==> src/rtl/iob_ibex_axi_rd_arb.sv <==
// 2:1 round-robin AXI4 read-channel arbiter for the Ibex ibus/dbus bridges.
// One outstanding read at a time; the R channel is a combinational pass-through gated by the grant.
//
// Handshakes: every AR and R transfer completes on a rising clk_i edge where valid and ready are
// both high and cke_i=1. A requester keeps arvalid and its payload stable until it sees arready.
module iob_ibex_axi_rd_arb #(
    parameter int AXI_ADDR_W = 32,
    parameter int AXI_DATA_W = 32,
    parameter int AXI_LEN_W  = 8,
    parameter int AXI_ID_W   = 1
) (
    input  logic                  clk_i,
    input  logic                  cke_i,
    input  logic                  arst_ni,

    input  logic [AXI_ADDR_W-3:0] ibus_axi_araddr_i,
    input  logic [AXI_LEN_W-1:0]  ibus_axi_arlen_i,
    input  logic                  ibus_axi_arvalid_i,
    output logic                  ibus_axi_arready_o,
    output logic [AXI_DATA_W-1:0] ibus_axi_rdata_o,
    output logic [1:0]            ibus_axi_rresp_o,
    output logic                  ibus_axi_rlast_o,
    output logic                  ibus_axi_rvalid_o,
    input  logic                  ibus_axi_rready_i,

    input  logic [AXI_ADDR_W-3:0] dbus_axi_araddr_i,
    input  logic [AXI_LEN_W-1:0]  dbus_axi_arlen_i,
    input  logic                  dbus_axi_arvalid_i,
    output logic                  dbus_axi_arready_o,
    output logic [AXI_DATA_W-1:0] dbus_axi_rdata_o,
    output logic [1:0]            dbus_axi_rresp_o,
    output logic                  dbus_axi_rlast_o,
    output logic                  dbus_axi_rvalid_o,
    input  logic                  dbus_axi_rready_i,

    output logic [AXI_ADDR_W-3:0] m_axi_araddr_o,
    output logic [AXI_LEN_W-1:0]  m_axi_arlen_o,
    output logic [AXI_ID_W-1:0]   m_axi_arid_o,
    output logic                  m_axi_arvalid_o,
    input  logic                  m_axi_arready_i,
    input  logic [AXI_DATA_W-1:0] m_axi_rdata_i,
    input  logic [1:0]            m_axi_rresp_i,
    input  logic                  m_axi_rlast_i,
    input  logic                  m_axi_rvalid_i,
    output logic                  m_axi_rready_o,

    output logic [1:0]            dbg_state_o
);

    typedef enum logic [1:0] {
        ST_IDLE = 2'd0,
        ST_ADDR = 2'd1,
        ST_DATA = 2'd2
    } state_t;

    state_t state_q, state_d;
    logic   gnt_q, gnt_d;   // 0 = ibus, 1 = dbus
    logic   lst_q, lst_d;   // requester that won the previous address phase
    logic   rready_sel;

    always_ff @(posedge clk_i or negedge arst_ni) begin
        if (!arst_ni) begin
            state_q <= ST_IDLE;
            gnt_q   <= 1'b0;
            lst_q   <= 1'b0;
        end else if (cke_i) begin
            state_q <= state_d;
            gnt_q   <= gnt_d;
            lst_q   <= lst_d;
        end
    end

    assign rready_sel = gnt_q ? dbus_axi_rready_i : ibus_axi_rready_i;

    always_comb begin
        state_d            = state_q;
        gnt_d              = gnt_q;
        lst_d              = lst_q;
        m_axi_arvalid_o    = 1'b0;
        m_axi_rready_o     = 1'b0;
        ibus_axi_arready_o = 1'b0;
        dbus_axi_arready_o = 1'b0;
        ibus_axi_rvalid_o  = 1'b0;
        dbus_axi_rvalid_o  = 1'b0;
        case (state_q)
            ST_IDLE: begin
                if (ibus_axi_arvalid_i || dbus_axi_arvalid_i) begin
                    // On a tie the requester that did not win last time gets the bus.
                    if (ibus_axi_arvalid_i && dbus_axi_arvalid_i) begin
                        gnt_d = ~lst_q;
                    end else begin
                        gnt_d = dbus_axi_arvalid_i;
                    end
                    state_d = ST_ADDR;
                end
            end
            ST_ADDR: begin
                m_axi_arvalid_o    = 1'b1;
                ibus_axi_arready_o = ~gnt_q & m_axi_arready_i;
                dbus_axi_arready_o = gnt_q & m_axi_arready_i;
                if (m_axi_arready_i) begin
                    state_d = ST_DATA;
                    lst_d   = gnt_q;
                end
            end
            ST_DATA: begin
                m_axi_rready_o    = rready_sel;
                ibus_axi_rvalid_o = ~gnt_q & m_axi_rvalid_i;
                dbus_axi_rvalid_o = gnt_q & m_axi_rvalid_i;
                if (m_axi_rvalid_i && rready_sel && m_axi_rlast_i) begin
                    state_d = ST_IDLE;
                end
            end
            default: begin
                state_d = ST_IDLE;
            end
        endcase
    end

    assign m_axi_araddr_o   = gnt_q ? dbus_axi_araddr_i : ibus_axi_araddr_i;
    assign m_axi_arlen_o    = gnt_q ? dbus_axi_arlen_i : ibus_axi_arlen_i;
    assign m_axi_arid_o     = AXI_ID_W'(gnt_q);

    assign ibus_axi_rdata_o = m_axi_rdata_i;
    assign ibus_axi_rresp_o = m_axi_rresp_i;
    assign ibus_axi_rlast_o = m_axi_rlast_i;
    assign dbus_axi_rdata_o = m_axi_rdata_i;
    assign dbus_axi_rresp_o = m_axi_rresp_i;
    assign dbus_axi_rlast_o = m_axi_rlast_i;

    assign dbg_state_o      = state_q;

endmodule

==> config.mk <==
export PLATFORM = sky130hd
export DESIGN_NAME = iob_ibex_axi_rd_arb
export DESIGN_NICKNAME = d
export VERILOG_FILES = /design/src/rtl/iob_ibex_axi_rd_arb.sv
export SDC_FILE = /design/constraint.sdc
export NUM_CORES = 1
export LEC_CHECK = 0
export ABC_AREA = 1
export CAP_MARGIN = 20
export CORE_AREA = 3 3 91 93
export DETAILED_ROUTE_END_ITERATION = 16
export DIE_AREA = 0 0 94 96
export HOLD_SLACK_MARGIN = 0.15
export MAX_ROUTING_LAYER = met4
export PLACE_DENSITY = 0.73
export SLEW_MARGIN = 20
export SYNTH_ARGS = -nofsm -noshare
export SYNTH_HDL_FRONTEND = slang
export SYNTH_SLANG_ARGS = --single-unit
==> constraint.sdc <==
create_clock -name clk_i -period 1.6 [get_ports clk_i]
set_input_delay 0.24 -clock clk_i [delete_from_list [all_inputs] [get_ports clk_i]]
set_output_delay 0.24 -clock clk_i [all_outputs]
set_load 0.03 [all_outputs]
# --- After elaboration in Yosys (flattened, before gate mapping) ---
# Cells that the tools add are included.
word_totals:
  regBits: 4
  output_inout_bits: 117
classes:
  eq_ne: 5
  n_mux: 14
  bitwise_logic: 6
  n_reduce_logical: 8
op_table:
  columns: ["operator", "count"]
  rows:
  - ["30-bit 2-to-1 mux", 1]
  - ["1-bit 2-to-1 mux", 8]
  - ["8-bit 2-to-1 mux", 1]
  - ["2-bit 2-to-1 mux", 3]
  - ["2-bit inequality test (second input constant)", 3]
  - ["2-bit one-hot mux with 3 select lines", 1]
  - ["3-bit AND reduction", 2]
  - ["1-bit bitwise AND", 4]
  - ["4-bit AND reduction", 1]
  - ["1-bit logical AND", 3]
  - ["2-bit by 1-bit == test with 1-bit output (second input constant)", 1]
  - ["2-bit == test (second input constant)", 1]
  - ["2-bit logical NOT", 1]
  - ["1-bit NOT", 2]
  - ["1-bit logical OR", 1]

# --- Logic depth before layout (Yosys ltp) ---
# Gate-level depths: netlist (run 1).
depth:
  depth_word: 5
  mapped_depth: 7

# --- Least setup slack after synthesis (run 1) ---
# No wires, ideal clock.
synth_timing:
  path_type: "register -> output"
  startpoint: "register state_q[1] (netlist: dbg_state_o[1])"
  endpoint: "output ibus_axi_arready_o"
  t_arrival_ns: 1.405
  t_required_ns: 1.360
  slack_ns: -0.045
  path_stages_with_launch: 4
  cell_sequence: "dfrtp_1 > inv_1 > nand2_1 > nor3_1"
synth_between:
  elab_chain_cells: 2
synth_lines:
  columns: ["item", "line", "rtl"]
  rows:
  - ["start: declaration", "56", "state_t state_q, state_d;"]
  - ["start signal: assignment", "67", "state_q <= state_d;"]
  - ["2-bit by 1-bit == test with 1-bit output", "85", "case (state_q)"]
  - ["1-bit 2-to-1 mux", "85", null]
  - ["end: declaration", "19", "output logic ibus_axi_arready_o,"]
# Every way passes these cells.

# --- Worst setup path after layout (run 1) ---
layout_timing:
  startpoint: "register gnt_q (netlist: m_axi_arid_o)"
  endpoint: "output dbus_axi_arready_o"
layout_between:
  elab_chain_cells: 2
layout_lines:
  columns: ["item", "line", "rtl"]
  rows:
  - ["start: declaration", "57", "logic gnt_q, gnt_d;"]
  - ["start signal: assignment", "68", "gnt_q <= gnt_d;"]
  - ["1-bit bitwise AND", "100", "dbus_axi_arready_o = gnt_q & m_axi_arready_i;"]
  - ["1-bit 2-to-1 mux", "85", null]
  - ["end: declaration", "29", "output logic dbus_axi_arready_o,"]
# Every way passes these cells.

==> flow_summary.toml, run 1 <==
[worst_setup_path]
crit_type = "reg -> out"
critPathCaptureType = "output pin"
slowest_delay_ns = 0.38
worstPathRequired_ns = 1.36
path_depth = 4
critPathLaunch = "m_axi_arid_o$_DFFE_PN0P_"
critPathBufInv = 3
r2r_setup_slack_ns = 0.57
crit_family = "buffers and inverters"
crit_chain = "inv_2 > buf_4 > nor3_2 > buf_12"
rr_worst_depth = 5
rr_startpoint = "dbg_state_o[0]$_DFFE_PN0P_"
r2r_end = "m_axi_arid_o$_DFFE_PN0P_"
start_kind = "flop"
cp.arrival_ns = 1.30
endpoint = "dbus_axi_arready_o"
crit_slowest_cell = "dfrtp_1"
critical_path.max_fanout = 21

[placement]
place_ws_ns = 0.162
port_buffers = 134
placed_area_mm2 = 0.00215
dp_hpwl_mm = 3.73
dp_cells = 402
gp_congestion = 0.755

[final_layout]
stdcell_count = 405
diodes = 0
final-seq-area_um2 = 100
nets = 425
drive_gt1_frac = 0.201
n_fill_cell = 861
final_common_cell = "nand2_1"
area_growth_pct = 68.3
layout_common_cells = "nand2_1 (131), clkdlybuf4s50_1 (87), buf_4 (48), inv_1 (10)"
fin_area_mm2 = 0.00220
multi_input_area_um2 = 586
final_core_util = 0.289

[cts]
cts_tree = "done"
clock_latency_ns = 0.21
cts_buffers = 3
clock-sinks = 4
post-cts-setup-buffer-count = 0
max-clock-path-buffers = 2
cts_max_level = 1
clk_pin_slew_worst_paths_ns = 0.03
root_buffer = "clkbuf_8"

[floorplanning]
pin_count = 237
die_area_mm2 = 0.00902
rows = 32
chipWidth_um = 94
coreArea_mm2 = 0.00761
dieHeight_um = 96
initial_core_util = 0.172

[grt]
met1_usage = 0.0795
track_usage = 0.0837
use_met2 = 0.153
antenna_found_initial = 0
grt_max_degree = 24
overflow = 0
grt_pass1_vias = 1382
busiest_layer = "met2"
use_met3 = 0.0289
grt_pass1_wl_mm = 6.07

[routing]
drt_drc_violations_left = 0
first_pass_iters = 3
postRouteAntennaNets = 0
vias_per_cell = 3.73
route.vias.total = 1511
drt_wl_total_mm = 4.26
detail_route.iter0.violations = 13
wl_per_cell_um = 10.5

[synthesis]
yosysWarnings = 0
synth_top_area_cell = "buf_4"
synthCells = 240
syn-num-nets = 360
synth_area_per_cell_um2 = 5.44
synthDistinctLibCells = 14
synth.cell_area_mm2 = 0.00131
synth_top_area_frac = 0.425
synth-seq-area-share = 0.0766
synthTopCellsByArea = "buf_4 (43%), nand2_1 (38%), dfrtp_1 (7.7%), inv_1 (2.9%), nor3_2 (2.3%)"
ys_ff_latch = 4

[timing]
finalCriticalPeriod_ns = 1.54
setup_viol_count_final = 0
relSlewSlack = 0.794
timing.fmax_mhz = 651
finClkSkew_ns = 0.00211
hold_ws_ns = 0.231
hold_viol_final = 0
tightest_slew_ns = 0.308
min_period_over_period = 0.960
setup_tns_ns = 0
worst_slack_ns = 0.0644
finalMaxSlewViolations = 0

[outcome]
status = "finished clean"

[power]
p_total_mw = 3.26
power.leakage_nw = 1.15
power_density_mw_per_mm2 = 1480
peakVddDrop_mv = 0.794

[min_path]
hold_class = "in -> async"

[run]
max-cap-violations = 0
[how the worst min path moves through the flow]
stage,start,to,cells past startpoint
after CTS,arst_ni,dbg_state_o[1]$_DFFE_PN0P_,1
after global placement,arst_ni,dbg_state_o[1]$_DFFE_PN0P_,1
after detailed placement,arst_ni,dbg_state_o[1]$_DFFE_PN0P_,1
final,arst_ni,dbg_state_o[0]$_DFFE_PN0P_,1
after floorplan,arst_ni,dbg_state_o[0]$_DFFE_PN0P_,0
after global routing,arst_ni,dbg_state_o[1]$_DFFE_PN0P_,1
[flip-flops by register name, indices dropped and copies added, names as in the netlist]
register,cells
m_axi_arid_o,1
lst_q,1
dbg_state_o,2
[power breakdown]
part	internal, mW	switching (mW)	total (mW)	leakage (nW)
combinational	1.09	1.77	2.86	1.07
clock	0.160	0.0460	0.206	0.0216
sequential	0.148	0.0429	0.191	0.0499
[routing by layer]
metal  wire, µm  vias up  share of wire
met1       1410      630           0.33
met4        107        0          0.025
met2       2160       84           0.51
met5          0        -              0
li1           -      770              -
met3        582       27           0.14
[cells in the mapped netlist]
master	number
a21oi_1	2
buf_2	4
buf_4	74
buf_6	1
dfrtp_1	4
inv_1	10
inv_2	1
nand2_1	131
nand3_1	3
nand4_1	1
nor2_1	4
nor3_1	1
nor3_2	3
o21ai_0	1
[timing repair]
item | 4_1_cts | 5_1_grt
setup endpoints to repair | 0 | 3
gates resized for setup | 0 | 2
hold buffers | 0 | 0
[kinds of logic (layout without fill, tap and decap cells)]
kind of cell    Yosys count  after routing  synth area share
simple gates            143            143             0.431
flops                     4              4            0.0766
compound gates            3              3            0.0115
buf+inv                  90            153             0.481
[layout make-up]
type / count / area share
clock buffer: 3 / 0.0188
sequential: 4 / 0.0455
tap: 102 / 0.0581
multi-input combinational: 146 / 0.266
timing repair buffer: 139 / 0.592
inverter: 11 / 0.0188
No activity file was read; power rests on OpenSTA's default activity.
==> inputs of run 2 (changes only) <==
- CTS_CLUSTER_SIZE: unset -> 8
==> results of run 2 <==
No change in the layout: final DEF, timing and power equal those of run 1.
==> inputs of run 3 (changes only) <==
- ABC_AREA: 1 -> 0
- CORE_AREA: 3 3 91 93 -> 3 3 90 92
- DIE_AREA: 0 0 94 96 -> 0 0 93 95
==> run 3 against run 2 <==
  * Largest cell class unchanged
  * Non-clock buffer count is 10 higher
  * Die area is 2.1% lower
  * The run now ends with negative setup slack left
  * Clock power is 9.7% higher
  * First-iteration DRC count is 38% lower
  * Design area is 9.8% higher
  * Global-route usage is 2.6 points higher
  * Sequential share of layout area is 0.35 points lower
  * Routed wire length is 21% higher
  * Synthesized cell count is 41% lower
  * Critical path depth is 1 higher
==> flow_summary.toml, run 3 <==
[routing]
wl_per_cell_um = 16.3
detail_route.iter0.violations = 8
vias_per_cell = 3.83
postRouteAntennaNets = 0
route.vias.total = 1218
drt_drc_violations_left = 0
drt_wl_total_mm = 5.17
first_pass_iters = 2

[cts]
cts_max_level = 1
clk_pin_slew_worst_paths_ns = 0.03
max-clock-path-buffers = 2
clock-sinks = 4
cts_buffers = 3
root_buffer = "clkbuf_8"
cts_tree = "done"
clock_latency_ns = 0.22

[final_layout]
drive_gt1_frac = 0.507
area_growth_pct = 91.6
n_fill_cell = 785
largest_register_ffs = 2
fin_area_mm2 = 0.00241
diodes = 0
layout_common_cells = "clkdlybuf4s50_1 (85), mux2_2 (32), buf_6 (25), buf_4 (17), buf_2 (11)"
stdcell_count = 318
final_common_cell = "clkdlybuf4s50_1"
final_core_util = 0.331
nets = 340

[synthesis]
synthTopCellsByArea = "buf_4 (42%), mux2_2 (34%), dfrtp_1 (7.9%), buf_6 (3.6%), nand2_1 (2.1%)"
synth.cell_area_mm2 = 0.00126
synth_top_area_cell = "buf_4"
yosysMostFrequentCell = "buf_4"
async_flop_share = 1.00
synth_top_area_frac = 0.423
syn-num-nets = 261
synth_area_per_cell_um2 = 8.94
synth-edff-count = 0
synthFlopType = "dfrtp_1"
ys_ff_latch = 4
synthDistinctLibCells = 19
synth-seq-area-share = 0.0794
yosysWarnings = 0
yosys-top-cells-count = "buf_4 (71), mux2_2 (38), nand2_1 (7), buf_6 (4), dfrtp_1 (4)"
synthCells = 141

[power]
seqPwrFrac = 0.055
peakVddDrop_mv = 0.838
pwr-share-comb = 0.884
internal_power_mw = 2.04
power_density_mw_per_mm2 = 1540
power.leakage_nw = 1.03
sw_frac_of_total = 0.450
pwr-share-clk = 0.061
p_sw_mw = 1.67

[grt]
grt_pass1_wl_mm = 7.29
use_met3 = 0.0486
track_usage = 0.110
grt_pass1_vias = 1253
use_met2 = 0.189
busiest_layer = "met2"
overflow = 0
grt_max_degree = 15
met1_usage = 0.117
antenna_found_initial = 0

[placement]
port_buffers = 134
dp_hpwl_mm = 4.09
place_ws_ns = -0.170
dp_cells = 307
placed_area_mm2 = 0.00218
gp_congestion = 0.711

[floorplanning]
dieHeight_um = 95
coreArea_mm2 = 0.00729
die_area_mm2 = 0.00884
initial_core_util = 0.173
chipWidth_um = 93
pin_count = 237
rows = 31

[worst_setup_path]
worstPathRequired_ns = 1.36
crit_type = "reg -> out"
critPathCaptureType = "output pin"
crit_chain = "buf_12 > buf_6 > mux2i_4 > nor2b_2 > buf_12"
critical_path.max_fanout = 9
slowest_delay_ns = 0.44
cpMostUsedCell = "buf_12"
start_kind = "flop"
cp.arrival_ns = 1.43
crit_slowest_cell = "dfrtp_2"

[timing]
finalCriticalPeriod_ns = 1.67
rsz0062_at_grt = "yes"
worst_slack_ns = -0.0679
hold_ws_ns = 0.229
relSlewSlack = 0.774
setup_viol_count_final = 35
finClkSkew_ns = 0.00228
min_period_over_period = 1.04
timing.fmax_mhz = 600
finalMaxSlewViolations = 0
hold_viol_final = 0
tightest_slew_ns = 0.338

[outcome]
violations = "negative setup slack"
status = "finished with violations"

[run]
max-cap-violations = 0

[min_path]
hold_class = "in -> async"
==> run 3: changes by cell type in the layout (fill, tap and decap cells not counted), moves of 3 or more <==
cell,previous run,this run
nand2_1,131,7
mux2_2,0,32
buf_4,48,17
buf_6,1,25
buf_2,0,11
inv_1,10,0
mux2_4,0,7
nor3_2,4,0
buf_12,3,6
==> run 3: what timing repair did <==
item / in CTS / in global routing
gates cloned: 2 / 0
gates resized for setup: 89 / 68
pin swaps: 0 / 1
setup endpoints to repair: 34 / 42
hold buffers: 0 / 0
buffers inserted: 1 / 4
==> run 3: path summary, 6_finish.rpt <==
check | startpoint | endpoint | slack (ns) | cells after the start
worst min-delay path | arst_ni | lst_q$_DFFE_PN0P_ | 0.23 | 1
min in group clk_i | m_axi_rdata_i[1] | dbus_axi_rdata_o[1] | 0.48 | 0
worst max-delay path | m_axi_arid_o$_DFFE_PN0P_ | m_axi_rready_o | -0.07 | 5
worst min register to register | lst_q$_DFFE_PN0P_ | lst_q$_DFFE_PN0P_ | 0.52 | 1
worst max register to register | m_axi_arid_o$_DFFE_PN0P_ | dbg_state_o[1]$_DFFE_PN0P_ | 0.18 | 5
max in group asynchronous | arst_ni | m_axi_arid_o$_DFFE_PN0P_ | 1.18 | 1
==> run 3: power by group through the flow <==
stage	clock network, mW	registers, mW	logic (mW)
floorplan	0	0.272	1.92
global placement	0	0.195	2.78
global route	0.247	0.213	3.45
CTS	0.231	0.207	3.16
finish	0.226	0.205	3.29
detailed placement	0	0.197	2.80
==> run 3: worst max-delay path: cells and delay by family (launching register included) <==
kind | cells | cell delay [ns]
buffers and inverters | 3 | 0.42
DFF | 1 | 0.44
muxes | 1 | 0.18
and+or+nand+nor | 1 | 0.16
==> run 3: layer usage <==
| layer | part of all wire | vias up |
|---|---|---|
| met2 | 0.49 | 117 |
| met3 | 0.14 | 3 |
| met1 | 0.37 | 540 |
| li1 | - | 558 |
| met5 | 0 | - |
| met4 | 0.0044 | 0 |
==> run 3: layout make-up <==
type                    instances  area (µm²)  share of cell area
clock buffers                   4        45.0              0.0187
well taps                      99         124              0.0513
multi-input cells              62         623               0.258
flip-flops and latches          4         101              0.0420
repair buffers                149        1520               0.630
==> run 3: through the flow <==
stage | TNS [ns] | power (mW)
detailed placement | -3.15 | 3.00
floorplan | 0 | 2.19
global placement | -3.15 | 2.98
finish | -0.790 | 3.72
CTS | -2.84 | 3.60
global route | -2.23 | 3.91
==> run 3: cell families after synthesis <==
family / synth area share
AOI/OAI and AO/OA: 0.0199
buffers and inverters: 0.459
and+or+nand+nor: 0.0824
DFF: 0.0794
muxes: 0.359
